## src/rtl/shaper_event_ctrl.sv

```systemverilog
// rtl/shaper_event_ctrl.sv - trapezoidal shaper sequencing, peak capture and event delivery
// Owns the filter reset, masks settling, and reports one peak record per pulse.
module shaper_event_ctrl #(
  parameter int SIZE_FILTER_DATA = 16,
  parameter int TS_WIDTH         = 32,
  parameter int SETTLE_CYCLES    = 32,
  parameter int MAX_WIDTH        = 64,
  parameter int HOLDOFF_CYCLES   = 20,
  parameter int LOST_WIDTH       = 16
) (
  input  logic                        clk,
  input  logic                        reset,
  input  logic                        clear,
  input  logic                        enable,
  input  logic [SIZE_FILTER_DATA-1:0] threshold,
  input  logic [SIZE_FILTER_DATA-1:0] filter_data,
  output logic                        filter_reset_n,
  output logic                        evt_valid,
  input  logic                        evt_ready,
  output logic [SIZE_FILTER_DATA-1:0] evt_amplitude,
  output logic [TS_WIDTH-1:0]         evt_timestamp,
  output logic                        evt_pileup,
  output logic [LOST_WIDTH-1:0]       lost_count,
  output logic                        busy
);

  localparam int CNT_W = $clog2(SETTLE_CYCLES + MAX_WIDTH + HOLDOFF_CYCLES + 1);

  typedef enum logic [2:0] {
    S_CLEAR, S_SETTLE, S_ARMED, S_PEAK, S_REPORT, S_HOLDOFF
  } state_t;

  state_t                      state, state_next;
  logic [CNT_W-1:0]            phase, phase_next;
  logic [TS_WIDTH-1:0]         ts;
  logic [SIZE_FILTER_DATA-1:0] peak_amp;
  logic [TS_WIDTH-1:0]         peak_ts;
  logic                        prev_above;
  logic                        above, trig, upd;
  logic                        load_evt, pileup_next;
  logic [SIZE_FILTER_DATA-1:0] amp_new;
  logic [TS_WIDTH-1:0]         ts_new;

  assign above   = $signed(filter_data) > $signed(threshold);
  assign trig    = enable && above && !prev_above;
  // strict compare keeps the first sample of a flat top
  assign upd     = $signed(filter_data) > $signed(peak_amp);
  assign amp_new = upd ? filter_data : peak_amp;
  assign ts_new  = upd ? ts : peak_ts;
  assign busy    = (state != S_ARMED);

  always_comb begin
    state_next  = state;
    phase_next  = phase + 1'b1;
    load_evt    = 1'b0;
    pileup_next = 1'b0;
    case (state)
      S_CLEAR: begin
        if (phase == CNT_W'(1)) begin
          state_next = S_SETTLE;
          phase_next = '0;
        end
      end
      S_SETTLE: begin
        if (phase == CNT_W'(SETTLE_CYCLES - 1)) begin
          state_next = S_ARMED;
          phase_next = '0;
        end
      end
      S_ARMED: begin
        phase_next = '0;
        if (trig) begin
          state_next = S_PEAK;
          phase_next = CNT_W'(1);
        end
      end
      S_PEAK: begin
        // phase holds samples already taken; the current one is phase+1
        if (!above) begin
          state_next = S_REPORT;
          load_evt   = 1'b1;
        end else if (phase == CNT_W'(MAX_WIDTH - 1)) begin
          state_next  = S_REPORT;
          load_evt    = 1'b1;
          pileup_next = 1'b1;
        end
      end
      S_REPORT: begin
        phase_next = '0;
        if (evt_ready) state_next = S_HOLDOFF;
      end
      S_HOLDOFF: begin
        if (phase == CNT_W'(HOLDOFF_CYCLES - 1)) begin
          state_next = S_ARMED;
          phase_next = '0;
        end
      end
      default: begin
        state_next = S_CLEAR;
        phase_next = '0;
      end
    endcase
  end

  always_ff @(posedge clk) begin
    if (reset || clear) begin
      state          <= S_CLEAR;
      phase          <= '0;
      ts             <= '0;
      lost_count     <= '0;
      evt_valid      <= 1'b0;
      evt_amplitude  <= '0;
      evt_timestamp  <= '0;
      evt_pileup     <= 1'b0;
      filter_reset_n <= 1'b0;
      prev_above     <= 1'b0;
      peak_amp       <= '0;
      peak_ts        <= '0;
    end else begin
      state          <= state_next;
      phase          <= phase_next;
      ts             <= ts + 1'b1;
      filter_reset_n <= (state_next != S_CLEAR);
      prev_above     <= (state == S_CLEAR || state == S_SETTLE) ? 1'b0 : above;

      if (state == S_ARMED && trig) begin
        peak_amp <= filter_data;
        peak_ts  <= ts;
      end else if (state == S_PEAK && upd) begin
        peak_amp <= filter_data;
        peak_ts  <= ts;
      end

      if (load_evt) begin
        evt_valid     <= 1'b1;
        evt_amplitude <= amp_new;
        evt_timestamp <= ts_new;
        evt_pileup    <= pileup_next;
      end else if (state == S_REPORT && evt_ready) begin
        evt_valid <= 1'b0;
      end

      if ((state == S_REPORT || state == S_HOLDOFF) && trig &&
          lost_count != {LOST_WIDTH{1'b1}})
        lost_count <= lost_count + 1'b1;
    end
  end

endmodule

```

## config.mk

```make
export PLATFORM = sky130hd
export DESIGN_NAME = shaper_event_ctrl
export DESIGN_NICKNAME = d
export VERILOG_FILES = /design/src/rtl/shaper_event_ctrl.sv
export SDC_FILE = /design/constraint.sdc
export NUM_CORES = 1
export LEC_CHECK = 0
export BUFFER_PORTS_ARGS = -buffer_cell sky130_fd_sc_hd__buf_2
export CAP_MARGIN = 10
export CORE_MARGIN = 2
export CORE_UTILIZATION = 25
export CTS_CLUSTER_DIAMETER = 80
export CTS_CLUSTER_SIZE = 16
export DETAILED_ROUTE_END_ITERATION = 12
export SLEW_MARGIN = 0
export SYNTH_ARGS = -nofsm -noshare
export SYNTH_HDL_FRONTEND = slang
export SYNTH_SLANG_ARGS = --single-unit
```

## constraint.sdc

```tcl
create_clock -name clk -period 7.3 [get_ports clk]
set_clock_uncertainty 0.1 [all_clocks]
set_input_delay 1.46 -clock clk [delete_from_list [all_inputs] [get_ports clk]]
set_output_delay 1.46 -clock clk [all_outputs]
set_load 0.05 [all_outputs]
```

-- Yosys cells after proc, flatten, opt, wreduce, memory -nomap -nowiden
Index checks and enable logic that the tools add are counted.
Widths: inputs -> output; s select.
- register bits: 158
- word-level logic and storage cells: 70
- $add $sub $neg: 3
- order comparisons: 2
- eq/ne operators: 11
- multiplexer cells: 26
- reduce and logical (&&, ||, !) cells: 16
- operators by type and width (cell ; number):
    $mux 32 ; 3
    $mux 16 ; 3
    $pmux 7 s5 ; 1
    $add 32x1->32 const B ; 1
    $gt 16x16->1 ; 2
    $mux 3 ; 7
    $mux 7 ; 3
    $pmux 3 s6 ; 1
    $add 16x1->16 const B ; 1
    $ne 16x16->1 const B ; 1
    $eq 7x5->1 const B ; 2
    $mux 1 ; 8
    $add 7x1->7 const B ; 1
    $eq 7x1->1 const B ; 1
    $eq 7x6->1 const B ; 1
    $logic_and 1x1->1 ; 7
    $eq 3x2->1 const B ; 2
    $eq 3x3->1 const B ; 2
    $reduce_bool 2->1 ; 2
    $eq 3x1->1 const B ; 1
    $logic_not 3->1 ; 1
    $logic_or 1x1->1 ; 3
    $ne 3x2->1 const B ; 1
    $reduce_bool 3->1 ; 1
    other kinds (2) ; 2

-- Logic depth before layout (Yosys ltp)
Gate-level depths: netlist of run 1.
- depth after elaboration: 6
- gate-level depth with buffers: 12
- gate-level depth less buffers: 9

-- Worst setup path before layout of run 1
No wires, ideal clock.
- kind: input to register
- from: input port filter_data[9]
- to: register peak_ts[10]
- library setup time: 0.072 ns
- arrival time: 3.455 ns
- path slack: 3.674 ns
- stages: 11
- cell sequence: ha_1 -> a21o_1 -> a221o_1 -> o211ai_2 -> nand4_1 -> and3_1 -> buf_4 -> a2bb2oi_4 -> buf_6 -> buf_8 -> mux2i_1
- word-level cells in the longest chain between the ends: 5
- RTL lines (what ; line ; text):
    start, declared ; 16 ; input logic [SIZE_FILTER_DATA-1:0] filter_data,
    $gt 16x16->1 ; 44 ; assign above = $signed(filter_data) > $signed(threshold);
    $logic_and 1x1->1 (2 in series) ; 45 ; assign trig = enable && above && !prev_above;
    $logic_and 1x1->1 ; 126 ; if (state == S_ARMED && trig) begin
    $mux 32 / $reduce_bool 2->1 (equally long branches) ; - ;
    end signal, assigned ; 128 ; peak_ts <= ts;
    end signal, assigned ; 131 ; peak_ts <= ts;
    end, declared ; 37 ; logic [TS_WIDTH-1:0] peak_ts;
Parallel ways exist; a longest one is shown, timed or not.
A chain may end at the register's enable or synchronous reset.

-- Final worst setup path of run 1
- from: input port filter_data[10]
- to: register peak_ts[5]
Same word-level chain as after synthesis.

==> flow_metrics.py, run 1 <==
metrics = {
    "final_layout": {
        "final_cells": 1410,
        "final_nets": 1074,
        "drive_above_1_share_pct": 15.7,
        "final_area_sq_mm": 0.00920,
        "layout_common_cells": "170 x nand2_1, 158 x dfxtp_1, 104 x buf_2, 88 x inv_1, 85 x a21oi_1",
        "syn2layout_area_growth_pct": 17.7,
        "final_common_cell": "nand2_1",
        "diodes": 0,
    },
    "die": {
        "die_area_sq_mm": 0.0327,
        "rows": 64,
        "io_pins": 105,
        "core_area_sq_mm": 0.0307,
        "die_h_um": 181,
        "initial_core_util_pct": 25.5,
        "die_width_um": 181,
    },
    "power": {
        "power.total_mw": 1.91,
        "switching_share_pct": 24.0,
        "p_sw_uw": 459,
        "p_clk_share_pct": 49.1,
        "p_int_mw": 1.46,
        "ir_drop_mv": 0.102,
        "p_per_area_mw_per_mm2": 208,
        "combPwrFrac_pct": 5.8,
        "sequentialPowerShare_pct": 45.2,
        "p_leak_nw": 3.66,
    },
    "sta": {
        "hold_viol": 0,
        "max_freq_ghz": 0.209,
        "slew_headroom_pct": 26.3,
        "layout_setup_ws_ns": 2.51,
        "rsz0062_at_grt": "no",
        "setup_viol": 0,
        "worstMarginPinSlew_ns": 1.11,
        "post-route-period-util_pct": 65.6,
        "slew_violations": 0,
        "fin_crit_ns": 4.79,
        "finalSetupTns_ns": 0,
    },
    "synth": {
        "synth_flop_cell": "dfxtp_1",
        "yosysUniqueCellTypes": 59,
        "synth_edf_count": 0,
        "syn-cell-area_sq_mm": 0.00781,
        "synthesis.instances": 929,
        "synth_seq_area_share_pct": 40.5,
        "avgSynthCellArea_sq_um": 8.41,
        "yosysWarnings": 0,
        "syn_nets": 1002,
        "synth_seq_cells": 158,
        "async_flop_share_pct": 0,
    },
    "detailed_routing": {
        "dr_total_vias": 6602,
        "antenna_left": 0,
        "firstDrtPassIters": 5,
        "viasPerCell": 4.68,
        "drc": 0,
        "drt_iter0_drc": 258,
        "wl_per_cell_um": 13.7,
        "totalWireLength_um": 19300,
    },
    "place": {
        "gp_congestion": 0.783,
        "dpl-instance-area_sq_mm": 0.00858,
        "hpwl_um": 13400,
        "port_buffers": 104,
        "post-place-ws_ns": 2.04,
        "dp_cells": 1378,
    },
    "clock_tree": {
        "cts.sinks": 158,
        "clock_latency_ns": 0.41,
        "numCtsBuffers": 17,
        "cts-root-buf": "clkbuf_16",
        "cts_tree": "done",
        "cts_resized": 0,
        "postCtsSetupRepairBufs": 0,
        "clk_pin_slew_ns": 0.06,
        "cts.hold.buffers_added": 0,
        "cts_buffer_depth": 2,
        "htreeDepth": 4,
    },
    "critical_path": {
        "slowest_stage": "a2bb2oi_4",
        "worstPathRequired_ns": 7.54,
        "critPathMaxFanout": 49,
        "crit_path_cell_trace": "buf_2, ha_1, and3_1, a221o_1, o211ai_2, nand4_1, and3_2, a2bb2oi_4, buf_4, mux2i_1",
        "worst_ep_arrival_time_ns": 5.03,
        "rrSetupSlack_ns": 3.31,
        "startpoint_type": "primary input",
        "path_delay_family": "compound AO/OA/AOI/OAI gates",
        "cp_slowest_stage_delay_ns": 0.76,
        "end_kind": "register",
        "crit_buf_inv": 2,
        "crit_type": "in -> reg",
    },
    "min_path": {
        "hp-class": "reg -> reg",
    },
    "grt": {
        "grt-ovfl-total": 0,
        "grt.total_usage_pct": 12.1,
        "grt_pass1_vias": 6371,
        "antenna_found_initial": 0,
        "grt_max_degree": 100,
        "grt_pass1_wl_um": 32700,
    },
    "outcome": {
        "status": "completed",
    },
    "job": {
        "maxCapViolations": 0,
    },
}
[worst min-delay path, stage by stage (launching register included)]
cell and delay [ns]:
dfxtp_1 0.31, inv_1 0.04, a221oi_1 0.06
[path summary, 6_finish.rpt]
path,cells past startpoint,from,endpoint
setup reg to reg,10,peak_amp[9]$_SDFFE_PP0P_,peak_ts[5]$_SDFFE_PP0P_
hold reg to reg,2,evt_timestamp[6]$_SDFFE_PP0P_,evt_timestamp[6]$_SDFFE_PP0P_
setup / recovery,10,filter_data[10],peak_ts[5]$_SDFFE_PP0P_
hold / removal,2,evt_timestamp[6]$_SDFFE_PP0P_,evt_timestamp[6]$_SDFFE_PP0P_
[kinds of logic (layout without fill, tap and decap cells)]
logic type	after synthesis	in the layout	share of synthesized area (%)
AOI/OAI and AO/OA	189	189	16.5
xor gates and xnor gates	27	27	3.03
adders and majority gates	36	36	5.77
buffers and inverters	144	229	8.22
DFF	158	158	40.5
muxes	49	49	6.28
and+or+nand+nor	326	326	19.7
[synth_stat cells, types with 4 or more instances]
library cell,count,area (sq um)
nand2_1,170,638
inv_1,88,330
nand3_1,20,100
and3_1,9,56.3
dfxtp_1,158,3160
ha_1,36,450
buf_2,9,45.0
and2_1,4,25.0
o21ai_0,14,70.1
or4_1,11,82.6
and4_1,9,78.8
xor2_1,14,123
a21oi_1,85,425
buf_6,7,78.8
buf_4,4,30.0
clkbuf_1,33,124
a211oi_1,4,30.0
a221oi_1,48,420
nand4_1,18,113
o31ai_1,11,82.6
xnor2_1,13,114
or3_1,14,87.6
or2_2,4,25.0
nor2_1,47,176
a21o_1,6,45.0
mux2i_1,49,490
[area by class of cell]
class / count / area, sq um
flip-flops and latches: 158 / 3160
fillers: 3288 / 21500
well taps: 396 / 495
inverters: 88 / 330
multi-input cells: 627 / 4030
repair buffers: 109 / 558
clock inverters: 13 / 178
clock buffers: 19 / 443
[sequential cells by signal, indices dropped and copies added (netlist names), 3 cells and up]
signal,cells
evt_amplitude,16
evt_timestamp,32
lost_count,16
peak_amp,16
peak_ts,32
phase,7
state,3
ts,32
[power by group through the flow]
stage	registers (mW)	clock network [mW]	logic, mW
final	0.865	0.939	0.110
after global routing	0.865	1.00	0.125
after CTS	0.865	0.965	0.112
after detailed placement	0.885	0	0.112
after global placement	0.885	0	0.110
after floorplan	0.884	0	0.0768
[metal layers]
metal  part of all wire [%]  vias to the layer above  global-route usage [%]
li1                       -                     3386                       -
met1                     51                     3098                    16.6
met2                     46                      108                    19.7
met3                    3.2                       10                    2.24
met4                   0.77                        0                    2.61
met5                      0                        -                       0
[stage by stage]
stage / utilization [%] / hold WS, ns
6_report: 30.0 / 0.360
5_1_grt: 30.0 / 0.376
4_1_cts: 30.0 / 0.363
3_5_place_dp: 28.0 / 0.353
3_3_place_gp: 28.0 / 0.345
2_1_floorplan: - / 0.337
Power figures use the tool's default switching activity.
==> run 2, diff against run 1 <==
Settings changed: ABC_AREA set to 1.
Clock period 7.3 ns to 4.5 ns, I/O delays scaled along.
==> flow_metrics.py, run 2 <==
metrics = {
    "outcome": {
        "status": "completed",
    },
    "synth": {
        "synth_seq_cells": 158,
        "synth_flop_cell": "dfxtp_1",
        "syn_nets": 1294,
        "avgSynthCellArea_sq_um": 6.78,
        "synth_area_leaders": "dfxtp_1 38%, nor2_1 9.4%, nand2_1 8.9%",
        "synth_seq_area_share_pct": 38.2,
        "yosysMostFrequentCell": "nor2_1",
        "synth_top_cell_by_area": "dfxtp_1",
        "yosys.area.top_type_share_pct": 38.2,
        "synth_edf_count": 0,
        "syn-cell-area_sq_mm": 0.00828,
        "yosysUniqueCellTypes": 34,
        "synth_common_cells": "207 x nor2_1, 196 x nand2_1, 163 x inv_1, 158 x dfxtp_1, 105 x o21ai_0",
        "async_flop_share_pct": 0,
        "synthesis.instances": 1221,
        "yosysWarnings": 0,
    },
    "critical_path": {
        "startpoint_type": "primary input",
        "endpoint": "evt_timestamp[5]$_SDFFE_PP0P_",
        "end_kind": "register",
        "cpMostUsedCell": "nor2_1",
        "cp_slowest_stage_delay_ns": 0.42,
        "r2r_start": "peak_amp[5]$_SDFFE_PP0P_",
        "slowest_stage": "buf_4",
        "rrSetupSlack_ns": 1.69,
        "worstPathRequired_ns": 4.77,
        "critPathMaxFanout": 36,
        "crit_path_cell_trace": "buf_2, ha_1, nand4_1, nor3_1, nand2_1, nand3_1, nand3_2, buf_4, o21ai_0, nor2_1, nor2_1",
        "reg2reg_depth": 14,
        "worst_ep_arrival_time_ns": 3.32,
        "crit_start": "filter_data[14]",
        "crit_type": "in -> reg",
        "r2r_end": "evt_timestamp[5]$_SDFFE_PP0P_",
    },
    "grt": {
        "antenna_found_initial": 2,
        "grt_pass1_wl_um": 35600,
        "grt.total_usage_pct": 12.7,
        "grt_max_degree": 87,
        "grt_pass1_vias": 7450,
        "grt-ovfl-total": 0,
    },
    "final_layout": {
        "reg_top3": "evt_timestamp x32, peak_ts x32, ts x32",
        "drive_above_1_share_pct": 13.2,
        "multiInputGateArea_sq_mm": 0.00420,
        "final_nets": 1370,
        "final_util_pct": 30.1,
        "fill_cells": 3581,
        "layout_common_cells": "206 x nor2_1, 196 x nand2_1, 163 x inv_1, 158 x dfxtp_1, 105 x o21ai_0",
        "final_area_sq_mm": 0.00979,
        "syn2layout_area_growth_pct": 18.3,
        "regArea_sq_mm": 0.00316,
        "final_common_cell": "nor2_1",
    },
    "sta": {
        "post-route-period-util_pct": 67.8,
        "slew_headroom_pct": 45.3,
        "rsz0062_at_grt": "no",
        "max_freq_ghz": 0.328,
        "timing.hold.ws_ns": 0.381,
        "worstMarginPinSlew_ns": 0.821,
        "hold_viol": 0,
        "setup_viol": 0,
        "fin_crit_ns": 3.05,
        "layout_setup_ws_ns": 1.45,
        "slew_violations": 0,
        "finalSetupTns_ns": 0,
    },
    "min_path": {
        "hp-class": "reg -> reg",
    },
    "clock_tree": {
        "postCtsSetupRepairBufs": 0,
        "cts_resized": 0,
        "cts-root-buf": "clkbuf_16",
        "cts_tree": "done",
        "clk_pin_slew_ns": 0.07,
        "htreeDepth": 4,
        "cts.hold.buffers_added": 0,
        "cts_buffer_depth": 2,
        "numCtsBuffers": 17,
        "cts.sinks": 158,
        "clock_latency_ns": 0.43,
    },
    "job": {
        "maxCapViolations": 0,
    },
    "detailed_routing": {
        "wl_per_cell_um": 12.1,
        "routed-wl-met2_um": 10100,
        "drt_iter0_drc": 417,
        "dr_total_vias": 7725,
        "maxUsedRoutingLayer": "met4",
        "wl_met3_um": 957,
        "totalWireLength_um": 21200,
        "met1_length_um": 9710,
        "antenna_left": 0,
        "firstDrtPassIters": 5,
        "viasPerCell": 4.40,
        "drc": 0,
    },
    "die": {
        "rows": 66,
        "die_h_um": 186,
        "io_pins": 105,
        "initial_core_util_pct": 25.4,
        "die_width_um": 186,
        "core_area_sq_mm": 0.0325,
        "die_area_sq_mm": 0.0346,
    },
    "power": {
        "p_leak_nw": 4.33,
        "ir_drop_mv": 0.221,
        "p_per_area_mw_per_mm2": 316,
    },
    "place": {
        "gp_congestion": 0.853,
        "post-place-ws_ns": 0.956,
        "dpl-instance-area_sq_mm": 0.00917,
        "port_buffers": 104,
        "hpwl_um": 14800,
    },
}
[run 2: routing by layer]
metal / up-vias / GRT usage (%)
met4: 0 / 4.00
li1: 4082 / -
met2: 134 / 21.9
met5: - / 0
met1: 3482 / 15.3
met3: 27 / 3.31
[run 2: how the worst min path moves through the flow]
stage / cells past startpoint / start / endpoint
final: 2 / evt_pileup$_SDFFE_PP0P_ / evt_pileup$_SDFFE_PP0P_
after global routing: 2 / evt_pileup$_SDFFE_PP0P_ / evt_pileup$_SDFFE_PP0P_
after CTS: 2 / lost_count[14]$_SDFFE_PP0P_ / lost_count[14]$_SDFFE_PP0P_
after detailed placement: 1 / ts[0]$_SDFF_PP0_ / ts[0]$_SDFF_PP0_
after global placement: 2 / ts[31]$_SDFF_PP0_ / peak_ts[31]$_SDFFE_PP0P_
after floorplan: 1 / ts[0]$_SDFF_PP0_ / ts[0]$_SDFF_PP0_
[run 2: logic make-up after synthesis]
family	share of synthesized area [%]
XOR/XNOR	1.91
buffers and inverters	11.3
flip-flops	38.2
AND/OR/NAND/NOR	29.2
AO/OA/AOI/OAI	14.0
adder cells (fa/ha/maj)	5.44
[run 2: per-stage QoR]
step | power, mW | std cells
after detailed placement | 1.60 | 1720
after global routing | 3.22 | 1752
after global placement | 1.60 | 1720
after floorplan | 1.54 | 1221
after CTS | 3.14 | 1752
final | 3.09 | 1754
[run 2: area by class of cell]
class	count	area share (%)
Multi-Input combinational cell	837	42.9
Sequential cell	158	32.3
Timing Repair Buffer	118	6.52
Inverter	165	6.32
Tap cell	442	5.65
Clock buffer	17	4.34
Clock inverter	15	1.97
Antenna cell	2	0.0511
[run 2: critical path: cells and delay by family]
kind	cells	cell delay, ns
simple gates	7	1.21
buf+inv	2	0.56
compound gates	1	0.33
fa+ha+maj	1	0.30
[run 2: power by group]
part           switching, mW  internal, mW  total [mW]
registers            0.00239          1.40        1.40
logic                  0.111        0.0542       0.165
clock network          0.676         0.847        1.52
